## config.mk

```make
export PLATFORM = sky130hd
export DESIGN_NAME = cart_unlock_host_flat
export DESIGN_NICKNAME = d
export VERILOG_FILES = /design/src/rtl/cart_unlock_host_pkg.sv /design/src/rtl/cart_unlock_host_if.sv /design/src/rtl/cart_bit_rx.sv /design/src/rtl/cart_unlock_host.sv /design/src/flat_wrapper.sv
export SDC_FILE = /design/constraint.sdc
export NUM_CORES = 1
export LEC_CHECK = 0
export ABC_AREA = 0
export CORE_MARGIN = 3
export CORE_UTILIZATION = 38
export CTS_CLUSTER_SIZE = 25
export DETAILED_ROUTE_END_ITERATION = 10
export DONT_BUFFER_PORTS = 1
export GPL_TIMING_DRIVEN = 0
export PLACE_DENSITY_LB_ADDON = 0.05
export SLEW_MARGIN = 25
export SYNTH_ARGS = -nofsm -noshare
export SYNTH_HDL_FRONTEND = slang
export SYNTH_SLANG_ARGS = --single-unit
```

## constraint.sdc

```tcl
create_clock -name clk -period 3.67 [get_ports clk]
set_input_delay 0.9175 -clock clk [delete_from_list [all_inputs] [get_ports clk]]
set_output_delay 0.9175 -clock clk [all_outputs]
set_load 0.005 [all_outputs]
```

## src/rtl/cart_unlock_host_pkg.sv

```systemverilog
// Shared constants and state encoding for the cartridge unlock host and its mapper peer.
// EXPECT_DEFAULT is the single payload constant both ends agree on.
package cart_unlock_host_pkg;

  typedef enum logic [2:0] {
    ST_IDLE,
    ST_ACK,
    ST_NAK,
    ST_HUNT,
    ST_SHIFT,
    ST_STOP
  } state_e;

  localparam logic [7:0] ADDR_ACK  = 8'h5A;
  localparam logic [7:0] ADDR_NAK  = 8'hA5;
  localparam logic [7:0] ADDR_IDLE = 8'h00;

  localparam int FRAME_BITS = 16;
  localparam int CNT_W      = $clog2(FRAME_BITS);

  localparam logic [FRAME_BITS-1:0] EXPECT_DEFAULT = 16'h28A0;

  // Address byte the bus carries while the FSM sits in a given state.
  function automatic logic [7:0] addr_for(input state_e s);
    case (s)
      ST_ACK:  return ADDR_ACK;
      ST_NAK:  return ADDR_NAK;
      default: return ADDR_IDLE;
    endcase
  endfunction

endpackage

```

## src/rtl/cart_unlock_host_if.sv

```systemverilog
// Request/status and cartridge-side signals of the unlock host.
// master = host side, slave = boot controller / mapper side.
interface cart_unlock_host_if;
  logic        start;
  logic        si;
  logic [7:0]  addr;
  logic        busy;
  logic        done;
  logic        err;
  logic [15:0] data;
  logic        match;

  modport master (
    input  start, si,
    output addr, busy, done, err, data, match
  );

  modport slave (
    output start, si,
    input  addr, busy, done, err, data, match
  );
endinterface

```

## src/rtl/cart_bit_rx.sv

```systemverilog
// LSB-first 16-bit deserializer: one bit per shift_en cycle, last flags the 16th bit.
// clr zeroes the payload and rewinds the bit counter.
module cart_bit_rx
  import cart_unlock_host_pkg::*;
(
  input  logic                  clk,
  input  logic                  rst,
  input  logic                  clr,
  input  logic                  shift_en,
  input  logic                  bit_in,
  output logic [FRAME_BITS-1:0] data,
  output logic                  last
);

  logic [FRAME_BITS-1:0] data_q, data_d;
  logic [CNT_W-1:0]      cnt_q, cnt_d;

  always_comb begin
    data_d = data_q;
    cnt_d  = cnt_q;
    if (clr) begin
      data_d = '0;
      cnt_d  = '0;
    end else if (shift_en) begin
      data_d[cnt_q] = bit_in;
      cnt_d         = cnt_q + 1'b1;
    end
  end

  always_ff @(posedge clk or posedge rst) begin
    if (rst) begin
      data_q <= '0;
      cnt_q  <= '0;
    end else begin
      data_q <= data_d;
      cnt_q  <= cnt_d;
    end
  end

  assign data = data_q;
  assign last = shift_en && (cnt_q == CNT_W'(FRAME_BITS - 1));

endmodule

```

## src/rtl/cart_unlock_host.sv

```systemverilog
// Drives the 5A/A5 unlock sequence, then hunts for and deserializes the mapper's
// {start, 16-bit payload, stop} frame; START is ignored while busy.
module cart_unlock_host
  import cart_unlock_host_pkg::*;
#(
  parameter int                    TIMEOUT = 8,
  parameter logic [FRAME_BITS-1:0] EXPECT  = EXPECT_DEFAULT
) (
  input  logic               clk,
  input  logic               rst,
  cart_unlock_host_if.master bus
);

  localparam int TW = (TIMEOUT > 2) ? $clog2(TIMEOUT) : 1;

  state_e                state_q, state_d;
  logic [7:0]            addr_q, addr_d;
  logic                  done_q, done_d;
  logic                  err_q, err_d;
  logic                  match_q, match_d;
  logic [TW-1:0]         tcnt_q, tcnt_d;
  logic                  rx_clr, rx_shift, rx_last;
  logic [FRAME_BITS-1:0] rx_data;

  cart_bit_rx u_rx (
    .clk      (clk),
    .rst      (rst),
    .clr      (rx_clr),
    .shift_en (rx_shift),
    .bit_in   (bus.si),
    .data     (rx_data),
    .last     (rx_last)
  );

  always_comb begin
    state_d  = state_q;
    done_d   = done_q;
    err_d    = err_q;
    match_d  = match_q;
    tcnt_d   = tcnt_q;
    rx_clr   = 1'b0;
    rx_shift = 1'b0;
    case (state_q)
      ST_IDLE: begin
        if (bus.start) begin
          state_d = ST_ACK;
          done_d  = 1'b0;
          err_d   = 1'b0;
          match_d = 1'b0;
          rx_clr  = 1'b1;
        end
      end
      ST_ACK: state_d = ST_NAK;
      ST_NAK: begin
        state_d = ST_HUNT;
        tcnt_d  = '0;
      end
      ST_HUNT: begin
        // A start bit on the last allowed cycle still wins over the timeout.
        if (!bus.si) begin
          state_d = ST_SHIFT;
        end else if (tcnt_q == TW'(TIMEOUT - 1)) begin
          state_d = ST_IDLE;
          err_d   = 1'b1;
        end else begin
          tcnt_d = tcnt_q + 1'b1;
        end
      end
      ST_SHIFT: begin
        rx_shift = 1'b1;
        if (rx_last) state_d = ST_STOP;
      end
      ST_STOP: begin
        state_d = ST_IDLE;
        if (!bus.si) begin
          done_d  = 1'b1;
          match_d = (rx_data == EXPECT);
        end else begin
          err_d = 1'b1;
        end
      end
      default: state_d = ST_IDLE;
    endcase
    addr_d = addr_for(state_d);
  end

  always_ff @(posedge clk or posedge rst) begin
    if (rst) begin
      state_q <= ST_IDLE;
      addr_q  <= ADDR_IDLE;
      done_q  <= 1'b0;
      err_q   <= 1'b0;
      match_q <= 1'b0;
      tcnt_q  <= '0;
    end else begin
      state_q <= state_d;
      addr_q  <= addr_d;
      done_q  <= done_d;
      err_q   <= err_d;
      match_q <= match_d;
      tcnt_q  <= tcnt_d;
    end
  end

  assign bus.addr  = addr_q;
  assign bus.busy  = (state_q != ST_IDLE);
  assign bus.done  = done_q;
  assign bus.err   = err_q;
  assign bus.match = match_q;
  assign bus.data  = rx_data;

endmodule

```

## src/flat_wrapper.sv

```systemverilog
// flat-port wrapper written by rule: the top's interface ports become plain ports
module cart_unlock_host_flat import cart_unlock_host_pkg::*;
#(
  parameter int                    TIMEOUT = 8,
  parameter logic [FRAME_BITS-1:0] EXPECT  = EXPECT_DEFAULT
)
  (clk, rst, bus_start, bus_si, bus_addr, bus_busy, bus_done, bus_err, bus_data, bus_match);
  cart_unlock_host_if bus_i ();
  input  logic clk;
  input  logic rst;
  input wire logic [$bits(bus_i.start)-1:0] bus_start;
  input wire logic [$bits(bus_i.si)-1:0] bus_si;
  output wire logic [$bits(bus_i.addr)-1:0] bus_addr;
  output wire logic [$bits(bus_i.busy)-1:0] bus_busy;
  output wire logic [$bits(bus_i.done)-1:0] bus_done;
  output wire logic [$bits(bus_i.err)-1:0] bus_err;
  output wire logic [$bits(bus_i.data)-1:0] bus_data;
  output wire logic [$bits(bus_i.match)-1:0] bus_match;
  assign bus_i.start = bus_start;
  assign bus_i.si = bus_si;
  assign bus_addr = bus_i.addr;
  assign bus_busy = bus_i.busy;
  assign bus_done = bus_i.done;
  assign bus_err = bus_i.err;
  assign bus_data = bus_i.data;
  assign bus_match = bus_i.match;
  cart_unlock_host #(.TIMEOUT(TIMEOUT), .EXPECT(EXPECT)) u_core (.clk(clk), .rst(rst), .bus(bus_i));
endmodule
```

# After elaboration in Yosys (flattened, before gate mapping)
# Cells that the tools add are included.
word_totals:
  register_bits: 37
  out_inout_bits: 28
  input_bits: 4
classes:
  order_cmp: 2
  add_sub_neg: 2
  n_reduce_logical: 11
  mux: 28
  n_eq_ne: 16
ops:
  columns: ["cell", "count"]
  rows:
  - ["$mux W16", 2]
  - ["$mux W3", 6]
  - ["$bwmux W16", 1]
  - ["$eq A16 B14 Y1 const B", 1]
  - ["$pmux W8 S2", 1]
  - ["$pmux W3 S5", 1]
  - ["$mux W1", 10]
  - ["$ne A2 B2 Y1 const B", 5]
  - ["$eq A3 B2 Y1 const B", 3]
  - ["$eq A3 B3 Y1 const B", 3]
  - ["$mux W4", 2]
  - ["$eq A3 B1 Y1 const B", 2]
  - ["$pmux W3 S2", 1]
  - ["$reduce_and A3 Y1", 2]
  - ["$reduce_bool A2 Y1", 3]
  - ["$reduce_bool A3 Y1", 2]
  - ["$lt A4 B5 Y1 const B", 1]
  - ["$reduce_and A5 Y1", 1]
  - ["$add A4 B1 Y4 const B", 1]
  - ["$demux W1 S4", 1]
  - ["$eq A4 B4 Y1 const B", 1]
  - ["$ge A4 B1 Y1 const B", 1]
  - ["$pmux W1 S2", 2]
  - ["$add A3 B1 Y3 const B", 1]
  - ["other kinds (4)", 5]

# Logic depth before layout (Yosys ltp)
# Gate-level depths: netlist of the first run.
depth:
  ltp_word: 7
  mapped_depth: 5
  ltp_nobuf: 5

# Cells and area by module
# A second synthesis of the first run with hierarchy kept.
unflattened:
  hier_cells: 162
  hier_area_um2: 1778.0
modules_own_cells:
  columns: ["module", "cells_per_inst", "area_each_um2", "n_inst"]
  rows:
  - ["cart_bit_rx", 96, 1141.1, 1]
  - ["cart_unlock_host", 66, 636.9, 1]

# Worst setup path before layout of the first run
# No wires, ideal clock.
synth_timing:
  path_kind: "register to output"
  from: "register u_core.state_q[0]"
  to: "output bus_busy"
  path_buffers: 2
  arrival_time_ns: 1.066
  setup_slack_ns: 1.686
  stages_incl_launch_ff: 4
  cell_sequence: "dfrtp_1 -> clkbuf_1 -> buf_2 -> or3_1"
synth_via:
  elab_chain_cells: 1
synth_lines:
  columns: ["element", "line_no", "text"]
  rows:
  - ["from (decl)", "cart_unlock_host.sv:16", "state_e state_q, state_d;"]
  - ["from (signal assigned)", "cart_unlock_host.sv:96", "state_q <= state_d;"]
  - ["$reduce_bool A3 Y1", "cart_unlock_host.sv:106", "assign bus.busy = (state_q != ST_IDLE);"]
  - ["to (decl)", "flat_wrapper.sv:14", "output wire logic [$bits(bus_i.busy)-1:0] bus_busy;"]
# Every way passes these cells.

# Worst setup path after layout of the first run
# Same ends and word-level chain as after synthesis.

==> flow_metrics.tcl, run 1 <==
set metrics [dict create \
    fmax_ghz 0.417 \
    comb_power_share 0.336 \
    synth-seq-cells 31 \
    core_area_um2 4120 \
    cts.clk_slew.worst_paths_ns 0.06 \
    avgSynthCellArea_um2 10.4 \
    viasPerCell 5.35 \
    final_common_cell "nand2_1" \
    route.detailed.drc 0 \
    period_minus_slack_ns 2.40 \
    synthCells 159 \
    cp-end-kind "output port" \
    vias 1160 \
    grt_pass1_vias 1221 \
    final_nets 176 \
    dieArea_um2 5200 \
    syn2layout_area_growth_pct 8.67 \
    ys_seq_area_frac 0.467 \
    synth_top_cell_by_area "dfrtp_1" \
    start_util 0.403 \
    wl_um 3560 \
    antenna_found_initial 0 \
    netSwitchingFraction 0.355 \
    tightestPinTransition_ns 0.657 \
    synth_cell_type_count 33 \
    utilization 0.438 \
    dpl.cell_count 209 \
    drive_above_1_share 0.192 \
    nFillCells 403 \
    cts-resized-gates 0 \
    max-vdd-ir-drop_v 0.000251 \
    min_path_cells 1 \
    clkPwrFrac 0.230 \
    rsz0062_at_grt "no" \
    stdcell_count 217 \
    cap_viol_max_count 0 \
    worstPathArrival_ns 1.48 \
    criticalPathCategory "register to output port" \
    tns_ns 0 \
    crit_path_start_kind "register" \
    outcome "complete, no violations" \
    switching_power_mw 0.391 \
    synth.cell_area_um2 1660 \
    async_reset_ff_frac 1.00 \
    htree_levels 2 \
    p_leak_nw 0.934 \
    synth_top_area_frac 0.467 \
    wl_per_cell_um 16.4 \
    drtIter0Drc 58 \
    gp_congestion 0.752 \
    r2r_start "u_core.tcnt_q[0]" \
    max_slew_margin 0.561 \
    timing.final.crit_share 0.653 \
    grtUsageTotal 0.150 \
    p_seq_frac 0.434 \
    first_pass_iters 4 \
    die_w_um 72.1 \
    io_pins 32 \
    cts_buffer_depth 2 \
    regToRegEndpoint "u_core.tcnt_q[2]" \
    antennaDiodeCount 0 \
    hp-class "register to register" \
    skew_ns 0.00598 \
    rows 23 \
    overflow 0 \
    slew_violations 0 \
    hold_viol 0 \
    setup_viol 0 \
    power_density_nw_per_um2 611 \
    die_y_um 72.1 \
    grt_max_degree 32 \
    ys_top_cells_by_area "dfrtp_1 (47%), mux2i_1 (9.6%), nand2_1 (7.2%)" \
    hpwlAfterDp_um 2620 \
    cts_sinks 31 \
    reg2regPathDepth 5 \
    cts_hold_buf 0 \
    drtAntennaViolNets 0 \
    total_power_mw 1.10 \
    rrSetupSlack_ns 2.12 \
    intPower_mw 0.712 \
    clk_latency_ns 0.28 \
    synth_flop_cell "dfrtp_1" \
    crit_required_ns 2.75 \
    synth_edf_count 0 \
    grt_pass1_wl_um 6000 \
    hold_path_end "u_core.tcnt_q[2]" \
    io_buffers 0 \
    layout_common_cells "nand2_1 (32), dfrtp_1 (31), mux2i_1 (16), nand3_1 (7)" \
    cts_tree "done" \
    critPathMaxFanout 10 \
    min_from "u_core.tcnt_q[2]" \
    post_cts_buffers 0 \
    cts_root_buf "clkbuf_8" \
    yosysWarnings 0 \
    cts_buffers 5 \
    synth_nets 169 \
]
## power by group through the flow
stage | clock network [mW] | registers (mW) | logic [mW]
after floorplan | 0 | 0.464 | 0.304
after global routing | 0.283 | 0.486 | 0.419
after CTS | 0.262 | 0.478 | 0.377
after detailed placement | 0 | 0.485 | 0.376
after global placement | 0 | 0.482 | 0.371
final | 0.254 | 0.479 | 0.370
## Yosys cell counts, drive strengths merged, types with 2 or more instances
master	n
clkbuf	3
a21oi	2
nand2	33
nand2b	4
dfrtp	31
mux2i	16
nor4b	2
mux2	3
o22ai	2
inv	6
buf	12
nor2b	2
nand3b	2
ha	6
nor2	5
a21o	2
nand3	7
a22o	5
and4bb	6
## final cells by class
| class | instances | area, µm² | area share |
|---|---|---|---|
| well taps | 50 | 62.6 | 0.0347 |
| flip-flops and latches | 31 | 776 | 0.430 |
| clock inverters | 1 | 5.00 | 0.00277 |
| plain buffers | 15 | 100 | 0.0555 |
| clock buffers | 7 | 76.3 | 0.0423 |
| inverters | 6 | 22.5 | 0.0125 |
| multi-input cells | 107 | 762 | 0.422 |
## per-layer routing
metal  GRT usage  share of wire  vias up  wire length (µm)
met3      0.0554          0.063        6               223
li1            -              -      556                 -
met1       0.183           0.44      564              1570
met5           0              0        -                 0
met2       0.251           0.49       34              1730
met4      0.0376         0.0093        0                33
## metrics by stage
stage / area, µm² / hold WS [ns] / setup WS (ns)
after floorplan: 1660 / 0.472 / 1.69
after global placement: 1720 / 0.493 / 1.57
after detailed placement: 1720 / 0.502 / 1.57
after CTS: 1800 / 0.516 / 1.26
after global routing: 1800 / 0.539 / 1.17
final: 1800 / 0.512 / 1.27
## cell families (layout without fill, tap and decap cells)
logic type	count (synthesis)	in the layout	synth area share
AO/OA/AOI/OAI	14	14	0.0625
flip-flops	31	31	0.467
XOR/XNOR	1	1	0.00528
multiplexers	19	19	0.117
adder cells (fa/ha/maj)	6	6	0.0452
AND/OR/NAND/NOR	67	67	0.229
buffers and inverters	21	29	0.0738
## how the worst max path moves through the flow
stage | startpoint | endpoint | depth (start not counted)
global route | u_core.state_q[0] | bus_busy | 3
detailed placement | u_core.state_q[0] | bus_busy | 3
CTS | u_core.state_q[0] | bus_busy | 3
finish | u_core.state_q[0] | bus_busy | 3
floorplan | u_core.state_q[0] | bus_busy | 3
global placement | u_core.state_q[0] | bus_busy | 3
## flip-flops by register name (all words and copies together), names as in the netlist
| signal | flops |
|---|---|
| u_core.bus.addr | 2 |
| u_core.bus.done | 1 |
| u_core.bus.err | 1 |
| u_core.bus.match | 1 |
| u_core.state_q | 3 |
| u_core.tcnt_q | 3 |
| u_core.u_rx.cnt_q | 4 |
| u_core.u_rx.data | 16 |
## critical path, cell delays in order (launching register included)
cell	delay, ns
dfrtp_1	0.38
clkbuf_1	0.19
buf_2	0.22
or3_1	0.41
Note: power is estimated with default switching activity, not from simulation.
==> run 2, diff against run 1 <==
- clock period: 3.67 -> 2.3 ns (I/O delays scaled with it)
==> results of run 2 <==
Same layout as run 1 (identical final DEF). Status: complete, no violations.
Main changes from that run: setup slack after placement 1.57 ns -> 0.541 ns; clock-pin slew on the worst setup and hold paths 0.06 ns -> 0.07 ns; setup slack after layout 1.27 ns -> 0.246 ns; hold slack 0.512 ns -> 0.270 ns; register-to-register setup slack 2.12 ns -> 0.75 ns; total power 1.10 mW -> 1.76 mW; worst IR drop on VDD 0.000251 V -> 0.000401 V
